**src/rtl/axi_rt_req_arbiter_if.sv**
```systemverilog
// Bundle of requester-side and AXI manager-side signals for axi_rt_req_arbiter.
// The master modport is the arbiter's view; slave is the view of whatever
// sits around it (requesters plus the AXI subordinate).
interface axi_rt_req_arbiter_if #(
   parameter int NUM_REQ    = 4,
   parameter int ADDR_WIDTH = 16,
   parameter int DATA_WIDTH = 32,
   parameter int ID_WIDTH   = 4
);
   localparam int STRB_W = DATA_WIDTH / 8;

   logic [NUM_REQ-1:0]            req_valid;
   logic [NUM_REQ-1:0]            req_ready;
   logic [NUM_REQ-1:0]            req_write;
   logic [NUM_REQ*ADDR_WIDTH-1:0] req_addr;
   logic [NUM_REQ*DATA_WIDTH-1:0] req_wdata;
   logic [NUM_REQ*STRB_W-1:0]     req_wstrb;
   logic [NUM_REQ-1:0]            rsp_valid;
   logic [DATA_WIDTH-1:0]         rsp_rdata;
   logic [1:0]                    rsp_resp;
   logic                          busy;

   logic                  awvalid, awready;
   logic [ID_WIDTH-1:0]   awid;
   logic [ADDR_WIDTH-1:0] awaddr;
   logic [7:0]            awlen;
   logic [2:0]            awsize;
   logic [1:0]            awburst;
   logic                  wvalid, wready;
   logic [DATA_WIDTH-1:0] wdata;
   logic [STRB_W-1:0]     wstrb;
   logic                  wlast;
   logic                  bvalid, bready;
   logic [ID_WIDTH-1:0]   bid;
   logic [1:0]            bresp;
   logic                  arvalid, arready;
   logic [ID_WIDTH-1:0]   arid;
   logic [ADDR_WIDTH-1:0] araddr;
   logic [7:0]            arlen;
   logic [2:0]            arsize;
   logic [1:0]            arburst;
   logic                  rvalid, rready;
   logic [ID_WIDTH-1:0]   rid;
   logic [DATA_WIDTH-1:0] rdata;
   logic [1:0]            rresp;
   logic                  rlast;

   modport master (
      input  req_valid, req_write, req_addr, req_wdata, req_wstrb,
      output req_ready, rsp_valid, rsp_rdata, rsp_resp, busy,
      output awvalid, awid, awaddr, awlen, awsize, awburst,
      input  awready,
      output wvalid, wdata, wstrb, wlast,
      input  wready,
      input  bvalid, bid, bresp,
      output bready,
      output arvalid, arid, araddr, arlen, arsize, arburst,
      input  arready,
      input  rvalid, rid, rdata, rresp, rlast,
      output rready
   );

   modport slave (
      output req_valid, req_write, req_addr, req_wdata, req_wstrb,
      input  req_ready, rsp_valid, rsp_rdata, rsp_resp, busy,
      input  awvalid, awid, awaddr, awlen, awsize, awburst,
      output awready,
      input  wvalid, wdata, wstrb, wlast,
      output wready,
      output bvalid, bid, bresp,
      input  bready,
      input  arvalid, arid, araddr, arlen, arsize, arburst,
      output arready,
      output rvalid, rid, rdata, rresp, rlast,
      input  rready
   );
endinterface

```
**src/rtl/axi_rt_req_arbiter.sv**
```systemverilog
// Round-robin arbiter sharing one single-beat AXI manager port between
// NUM_REQ register-access requesters, one transaction outstanding at a time.
//
// state   | meaning
// --------+----------------------------------------------------------
// S_IDLE  | no transaction; arbitrate and grant combinationally
// S_WR    | AW and W presented, each dropped after its own handshake
// S_WRESP | both AW and W accepted, waiting for B
// S_RD    | AR presented, waiting for arready
// S_RDATA | AR accepted, waiting for R
module axi_rt_req_arbiter #(
   parameter int NUM_REQ    = 4,
   parameter int ADDR_WIDTH = 16,
   parameter int DATA_WIDTH = 32,
   parameter int ID_WIDTH   = 4
) (
   input logic                  aclk,
   input logic                  aresetn,
   axi_rt_req_arbiter_if.master bus
);
   localparam int STRB_W = DATA_WIDTH / 8;
   localparam int IDX_W  = $clog2(NUM_REQ);
   localparam logic [2:0] AXSIZE = 3'($clog2(STRB_W));
   localparam logic [ADDR_WIDTH-1:0] ALIGN_MASK = ~ADDR_WIDTH'(STRB_W - 1);

   typedef enum logic [2:0] {S_IDLE, S_WR, S_WRESP, S_RD, S_RDATA} state_t;

   state_t                state_q, state_d;
   logic [IDX_W-1:0]      rr_ptr_q, rr_ptr_d;
   logic                  awvalid_q, awvalid_d;
   logic                  wvalid_q, wvalid_d;
   logic                  arvalid_q, arvalid_d;
   logic [IDX_W-1:0]      idx_q;
   logic [ADDR_WIDTH-1:0] addr_q;
   logic [DATA_WIDTH-1:0] wdata_q;
   logic [STRB_W-1:0]     wstrb_q;
   logic [NUM_REQ-1:0]    rsp_valid_q;
   logic [DATA_WIDTH-1:0] rsp_rdata_q;
   logic [1:0]            rsp_resp_q;
   logic [1:0]            rst_sync_q;
   logic                  rst_n;

   logic                  found, grant, b_hs, r_hs;
   logic [IDX_W-1:0]      win_idx;
   logic [IDX_W:0]        sum;
   logic [ADDR_WIDTH-1:0] addr_a  [NUM_REQ];
   logic [DATA_WIDTH-1:0] wdata_a [NUM_REQ];
   logic [STRB_W-1:0]     wstrb_a [NUM_REQ];
   logic                  unused_ok;

   // Reset asserts immediately, releases two edges after aresetn rises.
   always_ff @(posedge aclk or negedge aresetn) begin
      if (!aresetn) rst_sync_q <= '0;
      else          rst_sync_q <= {rst_sync_q[0], 1'b1};
   end
   assign rst_n = rst_sync_q[1];

   for (genvar g = 0; g < NUM_REQ; g++) begin : g_unpack
      assign addr_a[g]  = bus.req_addr[g*ADDR_WIDTH +: ADDR_WIDTH];
      assign wdata_a[g] = bus.req_wdata[g*DATA_WIDTH +: DATA_WIDTH];
      assign wstrb_a[g] = bus.req_wstrb[g*STRB_W +: STRB_W];
   end

   // Pick the first valid requester at or after the pointer, wrapping.
   always_comb begin
      found   = 1'b0;
      win_idx = '0;
      sum     = '0;
      for (int k = 0; k < NUM_REQ; k++) begin
         sum = {1'b0, rr_ptr_q} + (IDX_W+1)'(k);
         if (sum >= (IDX_W+1)'(NUM_REQ)) sum = sum - (IDX_W+1)'(NUM_REQ);
         if (!found && bus.req_valid[sum[IDX_W-1:0]]) begin
            found   = 1'b1;
            win_idx = sum[IDX_W-1:0];
         end
      end
   end

   assign grant = rst_n && (state_q == S_IDLE) && found;

   // Next-state and channel-valid sequencing.
   always_comb begin
      state_d   = state_q;
      rr_ptr_d  = rr_ptr_q;
      awvalid_d = awvalid_q;
      wvalid_d  = wvalid_q;
      arvalid_d = arvalid_q;
      b_hs      = 1'b0;
      r_hs      = 1'b0;
      case (state_q)
         S_IDLE: begin
            if (grant) begin
               rr_ptr_d = (win_idx == IDX_W'(NUM_REQ - 1)) ? '0 : win_idx + 1'b1;
               if (bus.req_write[win_idx]) begin
                  state_d   = S_WR;
                  awvalid_d = 1'b1;
                  wvalid_d  = 1'b1;
               end else begin
                  state_d   = S_RD;
                  arvalid_d = 1'b1;
               end
            end
         end
         S_WR: begin
            if (awvalid_q && bus.awready) awvalid_d = 1'b0;
            if (wvalid_q && bus.wready)   wvalid_d  = 1'b0;
            if (!awvalid_d && !wvalid_d)  state_d   = S_WRESP;
         end
         S_WRESP: begin
            if (bus.bvalid) begin
               b_hs    = 1'b1;
               state_d = S_IDLE;
            end
         end
         S_RD: begin
            if (bus.arready) begin
               arvalid_d = 1'b0;
               state_d   = S_RDATA;
            end
         end
         S_RDATA: begin
            if (bus.rvalid) begin
               r_hs    = 1'b1;
               state_d = S_IDLE;
            end
         end
         default: state_d = S_IDLE;
      endcase
   end

   // FSM state, pointer and channel valids.
   always_ff @(posedge aclk or negedge rst_n) begin
      if (!rst_n) begin
         state_q   <= S_IDLE;
         rr_ptr_q  <= '0;
         awvalid_q <= 1'b0;
         wvalid_q  <= 1'b0;
         arvalid_q <= 1'b0;
      end else begin
         state_q   <= state_d;
         rr_ptr_q  <= rr_ptr_d;
         awvalid_q <= awvalid_d;
         wvalid_q  <= wvalid_d;
         arvalid_q <= arvalid_d;
      end
   end

   // Capture the winner's payload at grant; register the completion pulse.
   always_ff @(posedge aclk or negedge rst_n) begin
      if (!rst_n) begin
         idx_q       <= '0;
         addr_q      <= '0;
         wdata_q     <= '0;
         wstrb_q     <= '0;
         rsp_valid_q <= '0;
         rsp_rdata_q <= '0;
         rsp_resp_q  <= '0;
      end else begin
         if (grant) begin
            idx_q   <= win_idx;
            addr_q  <= addr_a[win_idx] & ALIGN_MASK;
            wdata_q <= wdata_a[win_idx];
            wstrb_q <= wstrb_a[win_idx];
         end
         rsp_valid_q <= '0;
         if (b_hs || r_hs) begin
            rsp_valid_q <= NUM_REQ'(1) << idx_q;
            rsp_rdata_q <= r_hs ? bus.rdata : '0;
            rsp_resp_q  <= r_hs ? bus.rresp : bus.bresp;
         end
      end
   end

   // IDs and rlast carry no information with a single transaction in flight.
   assign unused_ok = ^{bus.bid, bus.rid, bus.rlast};

   assign bus.req_ready = grant ? (NUM_REQ'(1) << win_idx) : '0;
   assign bus.rsp_valid = rsp_valid_q;
   assign bus.rsp_rdata = rsp_rdata_q;
   assign bus.rsp_resp  = rsp_resp_q;
   assign bus.busy      = (state_q != S_IDLE) || grant;

   assign bus.awvalid = awvalid_q;
   assign bus.awid    = ID_WIDTH'(idx_q);
   assign bus.awaddr  = addr_q;
   assign bus.awlen   = 8'h00;
   assign bus.awsize  = awvalid_q ? AXSIZE : 3'd0;
   assign bus.awburst = awvalid_q ? 2'b01 : 2'b00;
   assign bus.wvalid  = wvalid_q;
   assign bus.wdata   = wdata_q;
   assign bus.wstrb   = wstrb_q;
   assign bus.wlast   = wvalid_q;
   assign bus.bready  = (state_q == S_WRESP);
   assign bus.arvalid = arvalid_q;
   assign bus.arid    = ID_WIDTH'(idx_q);
   assign bus.araddr  = addr_q;
   assign bus.arlen   = 8'h00;
   assign bus.arsize  = arvalid_q ? AXSIZE : 3'd0;
   assign bus.arburst = arvalid_q ? 2'b01 : 2'b00;
   assign bus.rready  = (state_q == S_RDATA);
endmodule

```
**src/flat_wrapper.sv**
```systemverilog
// flat-port wrapper written by rule: the top's interface ports become plain ports
module axi_rt_req_arbiter_flat 
#(
   parameter int NUM_REQ    = 4,
   parameter int ADDR_WIDTH = 16,
   parameter int DATA_WIDTH = 32,
   parameter int ID_WIDTH   = 4
)
  (aclk, aresetn, bus_req_valid, bus_req_write, bus_req_addr, bus_req_wdata, bus_req_wstrb, bus_req_ready, bus_rsp_valid, bus_rsp_rdata, bus_rsp_resp, bus_busy, bus_awvalid, bus_awid, bus_awaddr, bus_awlen, bus_awsize, bus_awburst, bus_awready, bus_wvalid, bus_wdata, bus_wstrb, bus_wlast, bus_wready, bus_bvalid, bus_bid, bus_bresp, bus_bready, bus_arvalid, bus_arid, bus_araddr, bus_arlen, bus_arsize, bus_arburst, bus_arready, bus_rvalid, bus_rid, bus_rdata, bus_rresp, bus_rlast, bus_rready);
  axi_rt_req_arbiter_if #(.NUM_REQ(NUM_REQ), .ADDR_WIDTH(ADDR_WIDTH), .DATA_WIDTH(DATA_WIDTH), .ID_WIDTH(ID_WIDTH)) bus_i ();
  input logic aclk;
  input logic aresetn;
  input wire logic [$bits(bus_i.req_valid)-1:0] bus_req_valid;
  input wire logic [$bits(bus_i.req_write)-1:0] bus_req_write;
  input wire logic [$bits(bus_i.req_addr)-1:0] bus_req_addr;
  input wire logic [$bits(bus_i.req_wdata)-1:0] bus_req_wdata;
  input wire logic [$bits(bus_i.req_wstrb)-1:0] bus_req_wstrb;
  output wire logic [$bits(bus_i.req_ready)-1:0] bus_req_ready;
  output wire logic [$bits(bus_i.rsp_valid)-1:0] bus_rsp_valid;
  output wire logic [$bits(bus_i.rsp_rdata)-1:0] bus_rsp_rdata;
  output wire logic [$bits(bus_i.rsp_resp)-1:0] bus_rsp_resp;
  output wire logic [$bits(bus_i.busy)-1:0] bus_busy;
  output wire logic [$bits(bus_i.awvalid)-1:0] bus_awvalid;
  output wire logic [$bits(bus_i.awid)-1:0] bus_awid;
  output wire logic [$bits(bus_i.awaddr)-1:0] bus_awaddr;
  output wire logic [$bits(bus_i.awlen)-1:0] bus_awlen;
  output wire logic [$bits(bus_i.awsize)-1:0] bus_awsize;
  output wire logic [$bits(bus_i.awburst)-1:0] bus_awburst;
  input wire logic [$bits(bus_i.awready)-1:0] bus_awready;
  output wire logic [$bits(bus_i.wvalid)-1:0] bus_wvalid;
  output wire logic [$bits(bus_i.wdata)-1:0] bus_wdata;
  output wire logic [$bits(bus_i.wstrb)-1:0] bus_wstrb;
  output wire logic [$bits(bus_i.wlast)-1:0] bus_wlast;
  input wire logic [$bits(bus_i.wready)-1:0] bus_wready;
  input wire logic [$bits(bus_i.bvalid)-1:0] bus_bvalid;
  input wire logic [$bits(bus_i.bid)-1:0] bus_bid;
  input wire logic [$bits(bus_i.bresp)-1:0] bus_bresp;
  output wire logic [$bits(bus_i.bready)-1:0] bus_bready;
  output wire logic [$bits(bus_i.arvalid)-1:0] bus_arvalid;
  output wire logic [$bits(bus_i.arid)-1:0] bus_arid;
  output wire logic [$bits(bus_i.araddr)-1:0] bus_araddr;
  output wire logic [$bits(bus_i.arlen)-1:0] bus_arlen;
  output wire logic [$bits(bus_i.arsize)-1:0] bus_arsize;
  output wire logic [$bits(bus_i.arburst)-1:0] bus_arburst;
  input wire logic [$bits(bus_i.arready)-1:0] bus_arready;
  input wire logic [$bits(bus_i.rvalid)-1:0] bus_rvalid;
  input wire logic [$bits(bus_i.rid)-1:0] bus_rid;
  input wire logic [$bits(bus_i.rdata)-1:0] bus_rdata;
  input wire logic [$bits(bus_i.rresp)-1:0] bus_rresp;
  input wire logic [$bits(bus_i.rlast)-1:0] bus_rlast;
  output wire logic [$bits(bus_i.rready)-1:0] bus_rready;
  assign bus_i.req_valid = bus_req_valid;
  assign bus_i.req_write = bus_req_write;
  assign bus_i.req_addr = bus_req_addr;
  assign bus_i.req_wdata = bus_req_wdata;
  assign bus_i.req_wstrb = bus_req_wstrb;
  assign bus_req_ready = bus_i.req_ready;
  assign bus_rsp_valid = bus_i.rsp_valid;
  assign bus_rsp_rdata = bus_i.rsp_rdata;
  assign bus_rsp_resp = bus_i.rsp_resp;
  assign bus_busy = bus_i.busy;
  assign bus_awvalid = bus_i.awvalid;
  assign bus_awid = bus_i.awid;
  assign bus_awaddr = bus_i.awaddr;
  assign bus_awlen = bus_i.awlen;
  assign bus_awsize = bus_i.awsize;
  assign bus_awburst = bus_i.awburst;
  assign bus_i.awready = bus_awready;
  assign bus_wvalid = bus_i.wvalid;
  assign bus_wdata = bus_i.wdata;
  assign bus_wstrb = bus_i.wstrb;
  assign bus_wlast = bus_i.wlast;
  assign bus_i.wready = bus_wready;
  assign bus_i.bvalid = bus_bvalid;
  assign bus_i.bid = bus_bid;
  assign bus_i.bresp = bus_bresp;
  assign bus_bready = bus_i.bready;
  assign bus_arvalid = bus_i.arvalid;
  assign bus_arid = bus_i.arid;
  assign bus_araddr = bus_i.araddr;
  assign bus_arlen = bus_i.arlen;
  assign bus_arsize = bus_i.arsize;
  assign bus_arburst = bus_i.arburst;
  assign bus_i.arready = bus_arready;
  assign bus_i.rvalid = bus_rvalid;
  assign bus_i.rid = bus_rid;
  assign bus_i.rdata = bus_rdata;
  assign bus_i.rresp = bus_rresp;
  assign bus_i.rlast = bus_rlast;
  assign bus_rready = bus_i.rready;
  axi_rt_req_arbiter #(.NUM_REQ(NUM_REQ), .ADDR_WIDTH(ADDR_WIDTH), .DATA_WIDTH(DATA_WIDTH), .ID_WIDTH(ID_WIDTH)) u_core (.aclk(aclk), .aresetn(aresetn), .bus(bus_i));
endmodule
```
**config.mk**
```make
export PLATFORM = sky130hd
export DESIGN_NAME = axi_rt_req_arbiter_flat
export DESIGN_NICKNAME = d
export VERILOG_FILES = /design/src/rtl/axi_rt_req_arbiter_if.sv /design/src/rtl/axi_rt_req_arbiter.sv /design/src/flat_wrapper.sv
export SDC_FILE = /design/constraint.sdc
export NUM_CORES = 1
export LEC_CHECK = 0
export CAP_MARGIN = 20
export CORE_AREA = 2 2 164 166
export CTS_BUF_LIST = sky130_fd_sc_hd__clkbuf_2
export DETAILED_ROUTE_END_ITERATION = 7
export DIE_AREA = 0 0 166 168
export DONT_BUFFER_PORTS = 1
export GPL_TIMING_DRIVEN = 0
export PLACE_DENSITY = 0.32
export SETUP_SLACK_MARGIN = 0.4
export SLEW_MARGIN = 10
export SYNTH_ARGS = -nofsm -noshare
export SYNTH_HDL_FRONTEND = slang
export SYNTH_SLANG_ARGS = --single-unit
export TNS_END_PERCENT = 30
```
**constraint.sdc**
```tcl
create_clock -name aclk -period 5.3 [get_ports aclk]
set_clock_uncertainty 0.1 [all_clocks]
set_input_delay 1.06 -clock aclk [delete_from_list [all_inputs] [get_ports aclk]]
set_output_delay 1.06 -clock aclk [all_outputs]
set_load 0.1 [all_outputs]
```
==> results of run 1 <==
[per-stage QoR]
stage,area (um^2),utilization (%),hold WS [ps],worst slack (ps),instances
after floorplan,5690,-,231,1200,541
after global placement,6120,23.2,237,299,882
after detailed placement,6150,23.4,243,1190,883
after CTS,6280,23.8,267,634,900
after global routing,6280,23.8,241,473,901
final,6280,23.8,250,857,901
[timing repair]
item | in CTS | in global routing
setup buffers | 0 | 0
hold endpoints to repair | 2 | 0
hold buffers | 1 | 0
[metal layers]
layer	wire length [um]	part of all wire, %	global-route usage (%)
met5	0	0	0
met3	1420	7.3	3.90
met4	344	1.8	3.67
met1	7330	37	14.8
met2	10500	53	24.9
[how the worst max path moves through the flow]
stage	start	end	slack, ps	depth (start not counted)
after floorplan	u_core.rst_sync_q[1]$_DFF_PN0_	bus_req_ready[0]	1200	3
after global placement	u_core.rst_sync_q[1]$_DFF_PN0_	bus_req_ready[3]	300	3
after detailed placement	bus_req_valid[2]	bus_req_ready[2]	1190	8
after CTS	u_core.rst_sync_q[1]$_DFF_PN0_	bus_req_ready[1]	630	4
after global routing	u_core.rst_sync_q[1]$_DFF_PN0_	bus_req_ready[1]	470	4
final	u_core.rst_sync_q[1]$_DFF_PN0_	bus_req_ready[1]	860	4
[cells by family (layout without fill, tap and decap cells)]
| family | after synthesis | after routing | synth area share [%] |
|---|---|---|---|
| multiplexers | 106 | 106 | 19.0 |
| flip-flops | 100 | 100 | 44.8 |
| buffers and inverters | 96 | 114 | 11.4 |
| AND/OR/NAND/NOR | 97 | 97 | 7.60 |
| adder cells (fa/ha/maj) | 4 | 4 | 0.896 |
| AO/OA/AOI/OAI | 107 | 107 | 16.1 |
| other | 2 | 32 | 0.134 |
[flip-flops by register name, indices dropped and copies added (netlist names)]
| register | cells |
|---|---|
| u_core.bus.wlast | 1 |
| u_core.idx_q | 2 |
| u_core.state_q | 3 |
| u_core.bus.rsp_valid | 4 |
| u_core.bus.wdata | 32 |
| u_core.bus.araddr | 14 |
| u_core.bus.rsp_resp | 2 |
| u_core.bus.awvalid | 1 |
| u_core.bus.arvalid | 1 |
| u_core.bus.rsp_rdata | 32 |
| u_core.bus.wstrb | 4 |
| u_core.rr_ptr_q | 2 |
| u_core.rst_sync_q | 2 |
[worst register-to-register path: stages (launching register included)]
cell and delay, ps:
dfrtp_4 900, buf_16 340, o41ai_4 250, nand2_1 730
nand2_1 250, buf_4 260, buf_2 210, nand2_1 90
o221ai_1 120
[layout make-up]
class | count | area, um^2 | area share, %
multi-input combinational | 345 | 2560 | 40.7
inverter | 7 | 26.3 | 0.418
buffer | 89 | 611 | 9.72
clock inverter | 7 | 67.6 | 1.08
tap | 341 | 427 | 6.80
timing repair buffer | 2 | 37.5 | 0.598
clock buffer | 9 | 45.0 | 0.717
sequential | 100 | 2510 | 39.9
antenna | 1 | 2.50 | 0.0399
[Yosys cell counts]
master    instances
o22ai_1           1
o31ai_1           1
buf_1             5
a22o_1           32
or3_1             1
o211a_4           1
inv_2             1
inv_1             6
conb_1            2
o21ai_0          13
nor3b_1           1
clkbuf_1         12
o41ai_4           1
o221a_2           1
buf_6             9
o221ai_1         50
o311a_1           1
ha_1              4
dfrtp_1         100
nor4_4            1
a21oi_1           2
mux2i_1         105
nand2_1          71
nor2_1            7
and2_1            4
a31oi_1           1
buf_4            52
nor2b_1           1
mux2_2            1
nor3_1            3
a21o_1            1
o22a_1            1
buf_2            11
nand2b_1          6
and3_1            2
o21ai_1           1
==> results.md, run 1 <==
- # fillers: 2,820
- Worst path slowest cell: dfrtp_4
- DRC errors left: 0
- Gr usage total: 13.4%
- Crit-path max FO: 57
- Critical R2R Capture: u_core.bus.wstrb[1]$_DFFE_PN0P_
- Synth warn: 0
- Max stage delay on crit path: 900 ps
- Max-slew headroom: 28.2%
- WL per Instance: 21.7 um
- Vias in the first global route: 4,364
- Area growth, synth to finish: 12.4%
- Antenna violations before repair: 1
- Req. time, crit path: 4140 ps
- Die Width: 166 um
- Most common cell after layout, fill and taps aside: mux2i_1
- Antenna-violating nets left: 0
- Top cells by area, synth: dfrtp_1, mux2i_1, o221ai_1, buf_4, a22o_1
- Largest net degree at the start of global routing: 58
- Final Hold Fails: 0
- Placer congestion estimate: 0.758
- Share of the synthesized area in the top cell type: 44.8%
- Setup Viol. Count Final: 0
- H-tree depth: 3
- Most frequent cells in the layout: mux2i_1, dfrtp_1, nand2_1, buf_4, o221ai_1
- Worst-path clk slew: 320 ps
- Final #Nets: 826
- Hpwl dp: 15.4 mm
- CTS root buf: clkbuf_2
- Vias: 4,118
- Post-cts resize count: 0
- Synth area leader: dfrtp_1
- Sequential area share after synthesis: 44.8%
- Arr. time, crit path: 3280 ps
- Clk_lat worst skew: 630 ps
- Drt first pass iters: 4
- Cell depth of the worst flop-to-flop path: 8
- Final Slew Violations: 0
- Die area: 27,900 um^2
- Mapped Area: 5580 um^2
- CP Launch Type: register
- Reg-to-reg startpoint: u_core.rst_sync_q[1]$_DFF_PN0_
- Layout cells sized above 1: 17.4%
- Worst-Margin Slew: 1080 ps
- Reg-to-reg slack, setup: 1900 ps
- Unique masters post-synth: 36
- IO buf count: 0
- Clock buffer count from CTS: 9
- Row count: 60
- Grt ovf: 0
- WP buf/inv: 1
- Drt total wl: 19.5 mm
- Min Tclk post-route: 4440 ps
- Critical-path cell list: buf_16 -> o41ai_4 -> nor4_4 -> and2_1
- Fmax: 0.225 GHz
- First-pass GRT wire length: 27.9 mm
- Crit end category: primary output
- CTS tree: done
- Clock buffer depth: 2
- Core ar.: 26,400 um^2
- CP delay by family, top: simple AND/OR/NAND/NOR gates
- Syn avg cell area: 10.9 um^2
- Clock sinks: 100
- Mapped Cells: 512
- Unrepaired setup endpoints after global routing: false
- Ports: 419
- Die H: 168 um
- Vias/cell: 4.57
- Crit path kind: reg -> out
- 1st-iter DRT viols: 124
- Max Cap Viol: 0
- Total Neg Setup Slack: 0 ps
- Final worst path period share: 83.8%
- #FFs+latches synth: 100
- Hold Crit Class: reg -> async
- Outcome: finished, final reports clean
- Initial Util: 21.2%
Power of run 1 is left out: the tool's default activity adds up to more than one toggle a clock period on the data nets, which glitch-free logic cannot reach.
==> run 2: changes to the inputs <==
==> constraint.sdc (replaced) <==
create_clock -name aclk -period 4.25 [get_ports aclk]
set_clock_uncertainty 0.1 [all_clocks]
set_input_delay 0.85 -clock aclk [delete_from_list [all_inputs] [get_ports aclk]]
set_output_delay 0.85 -clock aclk [all_outputs]
set_load 0.1 [all_outputs]
==> run 2 against run 1 <==
Compared with the run above: first-iteration DRC count up 23%; global-route usage rose by 0.91 points; worst setup slack lost 240 ps; via count increased by 2.1%; flip-flop and latch count unchanged; critical endpoint is now bus_req_ready[2]; highest routed layer is now met5.
==> results.md, run 2 (same netlist as run 1, synthesis figures left out) <==
- Row count: 60
- Vias in the first global route: 4,565
- Drt total wl: 20.5 mm
- Die Width: 166 um
- Gr usage total: 14.3%
- Layout cells sized above 1: 18.6%
- Die area: 27,900 um^2
- Clk_lat worst skew: 640 ps
- # fillers: 2,802
- Largest net degree at the start of global routing: 59
- Total Neg Setup Slack: 0 ps
- Core ar.: 26,400 um^2
- Min Tclk post-route: 3630 ps
- Met2 WL: 10.6 mm
- Fmax: 0.276 GHz
- Vias/cell: 4.63
- Final #Nets: 831
- Max Cap Viol: 0
- Final worst path period share: 85.4%
- Worst-Margin Slew: 1070 ps
- DR WL met3: 1.73 mm
- Clock sinks: 100
- Die H: 168 um
- Crit path kind: reg -> out
- Crit end category: primary output
- Reg-to-reg slack, setup: 1090 ps
- Arr. time, crit path: 2680 ps
- Ports: 419
- Req. time, crit path: 3300 ps
- Initial Util: 21.2%
- Most frequent cells in the layout: mux2i_1, dfrtp_1, nand2_1, buf_4, o221ai_1
- CTS tree: done
- Outcome: finished, final reports clean
- Area growth, synth to finish: 13.5%
- WHS: 108 ps
- Hold Crit Class: reg -> async
- Setup Viol. Count Final: 0
- Max-slew headroom: 28.6%
- CTS root buf: clkbuf_2
- DRC errors left: 0
- Final Slew Violations: 0
- Vias: 4,205
- 1st-iter DRT viols: 152
- Final Hold Fails: 0
- Antenna violations before repair: 4
- Cell depth of the worst flop-to-flop path: 8
- Most common cell after layout, fill and taps aside: mux2i_1
- Max layer used: met5
- M1 WL: 7.78 mm
- Reg-to-reg startpoint: u_core.rst_sync_q[1]$_DFF_PN0_
- Drt first pass iters: 4
- Clock buffer count from CTS: 9
- H-tree depth: 3
- CP Launch Type: register
- Clock buffer depth: 2
- Grt ovf: 0
- First-pass GRT wire length: 29.8 mm
- Critical R2R Capture: u_core.bus.wstrb[1]$_DFFE_PN0P_
- Crit-path max FO: 11
- IO buf count: 0
- Unrepaired setup endpoints after global routing: true
- Hpwl dp: 15.8 mm
- Antenna-violating nets left: 0
- Placer congestion estimate: 0.781
- Worst-path clk slew: 320 ps
- WL per Instance: 22.6 um
run 2: final cells by class:
class	instances	area (um^2)	share of cell area [%]
clock buffer	9	45.0	0.711
buffer	89	611	9.63
antenna	3	7.51	0.118
timing repair buffer	7	91.3	1.44
clock inverter	7	58.8	0.928
tap	341	427	6.73
multi-input combinational	345	2570	40.5
sequential	100	2510	39.5
inverter	7	26.3	0.415
run 2: repair_timing:
action                                 4_1_cts  5_1_grt
setup buffers                                2        3
hold buffers                                 1        0
endpoints found under the hold margin        2        0
pin swaps                                    0        1
gates resized for setup                      8        0
setup endpoints to repair                    5        4
run 2: per-stage QoR:
step	instance area (um^2)	cells	utilization (%)	setup slack [ps]
3_3_place_gp	6120	882	23.2	224
5_1_grt	6340	908	24.1	373
3_5_place_dp	6150	883	23.4	517
6_report	6340	908	24.1	620
2_1_floorplan	5700	541	-	823
4_1_cts	6310	902	23.9	440
run 2: worst max path at each step:
stage	start	endpoint	slack, ps	cells past startpoint
global placement	u_core.rst_sync_q[1]$_DFF_PN0_	bus_req_ready[3]	220	3
global route	u_core.rr_ptr_q[1]$_DFFE_PN0P_	bus_req_ready[0]	370	8
detailed placement	bus_req_valid[2]	bus_req_ready[2]	520	8
floorplan	bus_req_valid[2]	bus_req_ready[2]	820	8
finish	u_core.rr_ptr_q[1]$_DFFE_PN0P_	bus_req_ready[2]	620	8
CTS	u_core.rr_ptr_q[1]$_DFFE_PN0P_	bus_req_ready[2]	440	8
run 2: worst max-delay path, cell delays in order (launching register included):
cell	delay, ps
dfrtp_1	510
nand2b_1	170
a21o_1	180
o211a_4	170
inv_2	90
buf_6	180
buf_6	250
ha_1	190
and2_4	320
run 2: routing by layer:
metal | up-vias | GRT usage [%]
li1 | 1888 | -
met5 | - | 0
met3 | 18 | 4.72
met2 | 269 | 25.8
met1 | 2028 | 16.0
met4 | 2 | 4.12
Power of run 2 is left out for the same reason.
==> run 3: changes to the inputs <==
--- a/config.mk
+++ b/config.mk
@@ -6,13 +6,13 @@
 export NUM_CORES = 1
 export LEC_CHECK = 0
 export CAP_MARGIN = 20
-export CORE_AREA = 2 2 164 166
+export CORE_AREA = 4 4 161 163
 export CTS_BUF_LIST = sky130_fd_sc_hd__clkbuf_2
 export DETAILED_ROUTE_END_ITERATION = 7
-export DIE_AREA = 0 0 166 168
+export DIE_AREA = 0 0 165 167
 export DONT_BUFFER_PORTS = 1
 export GPL_TIMING_DRIVEN = 0
-export PLACE_DENSITY = 0.32
+export PLACE_DENSITY = 0.34
 export SETUP_SLACK_MARGIN = 0.4
 export SLEW_MARGIN = 10
 export SYNTH_ARGS = -nofsm -noshare
==> run 3 against run 2 <==
Compared with the run above: maximum frequency is 0.11% higher; routed wire length is 0.19% higher; non-clock buffer count is 3 lower; final area about the same; via count fell by 2.2%; critical path type unchanged; highest routed layer is now met4.
==> results.md, run 3 (same netlist as run 1, synthesis figures left out) <==
- Clock buffer depth: 2
- Grt ovf: 0
- CTS tree: done
- Gr usage total: 13.7%
- Top cell by count, worst path: buf_6
- Max Cap Viol: 0
- Max stage delay on crit path: 520 ps
- Vias/cell: 4.64
- CTS root buf: clkbuf_2
- Clk_lat worst skew: 590 ps
- Final #Nets: 828
- Vias: 4,113
- Clock buffer count from CTS: 9
- Reg-to-reg startpoint: u_core.state_q[1]$_DFFE_PN0P_
- Crit-path max FO: 11
- DRC errors left: 0
- Crit end category: primary output
- Drt first pass iters: 4
- Outcome: finished, final reports clean
- Final Slew Violations: 0
- Cell depth of the worst flop-to-flop path: 8
- H-tree depth: 3
- Most frequent cells in the layout: mux2i_1, dfrtp_1, nand2_1, buf_4, o221ai_1
- Fmax: 0.276 GHz
- Most common cell after layout, fill and taps aside: mux2i_1
- CP Launch Type: register
- Vias in the first global route: 4,298
- Reg-to-reg slack, setup: 1270 ps
- Setup Viol. Count Final: 0
- Worst-path clk slew: 310 ps
- Arr. time, crit path: 2680 ps
- Core ar.: 24,300 um^2
- Fin util: 26.1%
- Placed instance count: 866
- Antenna-violating nets left: 0
- Critical-path cell list: nand2b_1 -> a21o_1 -> o211a_4 -> inv_2 -> buf_6 -> buf_6 -> ha_1 -> and2_4
- Final worst path period share: 85.3%
- Worst path slowest cell: dfrtp_2
- Layout cells sized above 1: 18.5%
- Die area: 27,600 um^2
- Setup slack after layout: 625 ps
- Hpwl dp: 16.0 mm
- WL per Instance: 23.1 um
- Crit path kind: reg -> out
- Hold Crit Class: reg -> async
- Die Width: 165 um
- Largest net degree at the start of global routing: 42
- First-pass GRT wire length: 27.8 mm
- Critical R2R Capture: u_core.bus.wstrb[0]$_DFFE_PN0P_
- Unrepaired setup endpoints after global routing: true
- IO buf count: 0
- DR WL met3: 1.59 mm
- Initial Util: 23.0%
- Area growth, synth to finish: 13.6%
- Antenna violations before repair: 1
- Total Neg Setup Slack: 0 ps
- Min Tclk post-route: 3630 ps
- Met2 WL: 11.0 mm
- Placer congestion estimate: 0.732
- Pre-CTS setup slack: 494 ps
- Max layer used: met4
- Clock sinks: 100
- Ports: 419
- Worst-Margin Slew: 1110 ps
- Row count: 57
- Final Hold Fails: 0
- Max-slew headroom: 25.8%
- Fin cells: 887
- Die H: 167 um
- Req. time, crit path: 3300 ps
- 1st-iter DRT viols: 170
- M1 WL: 7.77 mm
- Drt total wl: 20.5 mm
run 3: cell types whose count changed in the layout (fill, tap and decap cells not counted):
cell	before	now
buf_12	1	2
buf_4	55	52
and2_4	4	2
and2_2	0	2
buf_6	10	9
clkbuf_2	9	10
dfrtp_1	99	98
clkinv_1	1	0
clkinv_4	1	0
dfrtp_2	0	1
bufinv_16	0	2
inv_8	2	1
diode_2	3	2
run 3: per-stage QoR:
stage               hold slack, ps  cell area, um^2
global route                  84.8             6340
CTS                            106             6300
finish                         201             6340
detailed placement             246             6120
global placement               235             6100
floorplan                      231             5700
run 3: routing by layer:
metal / vias to the layer above / GRT usage [%]
met3: 8 / 3.73
met2: 240 / 25.4
met5: - / 0
li1: 1885 / -
met1: 1980 / 15.5
met4: 0 / 2.60
run 3: critical path: cells and delay by family, from the launching register on:
| family | cells | cell delay [ps] |
|---|---|---|
| AND/OR/NAND/NOR | 2 | 480 |
| adder cells (fa/ha/maj) | 1 | 180 |
| flip-flops | 1 | 520 |
| AO/OA/AOI/OAI | 2 | 350 |
| buffers and inverters | 3 | 550 |
run 3: how the worst max path moves through the flow:
| stage | startpoint | endpoint | slack [ps] |
|---|---|---|---|
| finish | u_core.rr_ptr_q[1]$_DFFE_PN0P_ | bus_req_ready[0] | 620 |
| global route | u_core.rr_ptr_q[1]$_DFFE_PN0P_ | bus_req_ready[0] | 380 |
| CTS | u_core.rr_ptr_q[1]$_DFFE_PN0P_ | bus_req_ready[0] | 280 |
| detailed placement | bus_req_valid[2] | bus_req_ready[0] | 490 |
| global placement | u_core.rst_sync_q[1]$_DFF_PN0_ | bus_req_ready[3] | 280 |
| floorplan | bus_req_valid[2] | bus_req_ready[2] | 820 |
run 3: area by class of cell:
type                            count  area (um^2)
Clock inverter                      6         95.1
Fill cell                        2556        18000
Inverter                            7         26.3
Multi-Input combinational cell    345         2560
Antenna cell                        2         5.00
Timing Repair Buffer                4         77.6
Sequential cell                   100         2510
Buffer                             89          611
Tap cell                          324          405
Clock buffer                       10         50.0
run 3: timing repair:
item | CTS | global route
resized for setup | 4 | 3
pin swaps | 0 | 0
buffers inserted | 1 | 1
setup endpoints to repair | 5 | 4
hold buffers | 1 | 0
endpoints found under the hold margin | 2 | 0
Power of run 3 is left out for the same reason.
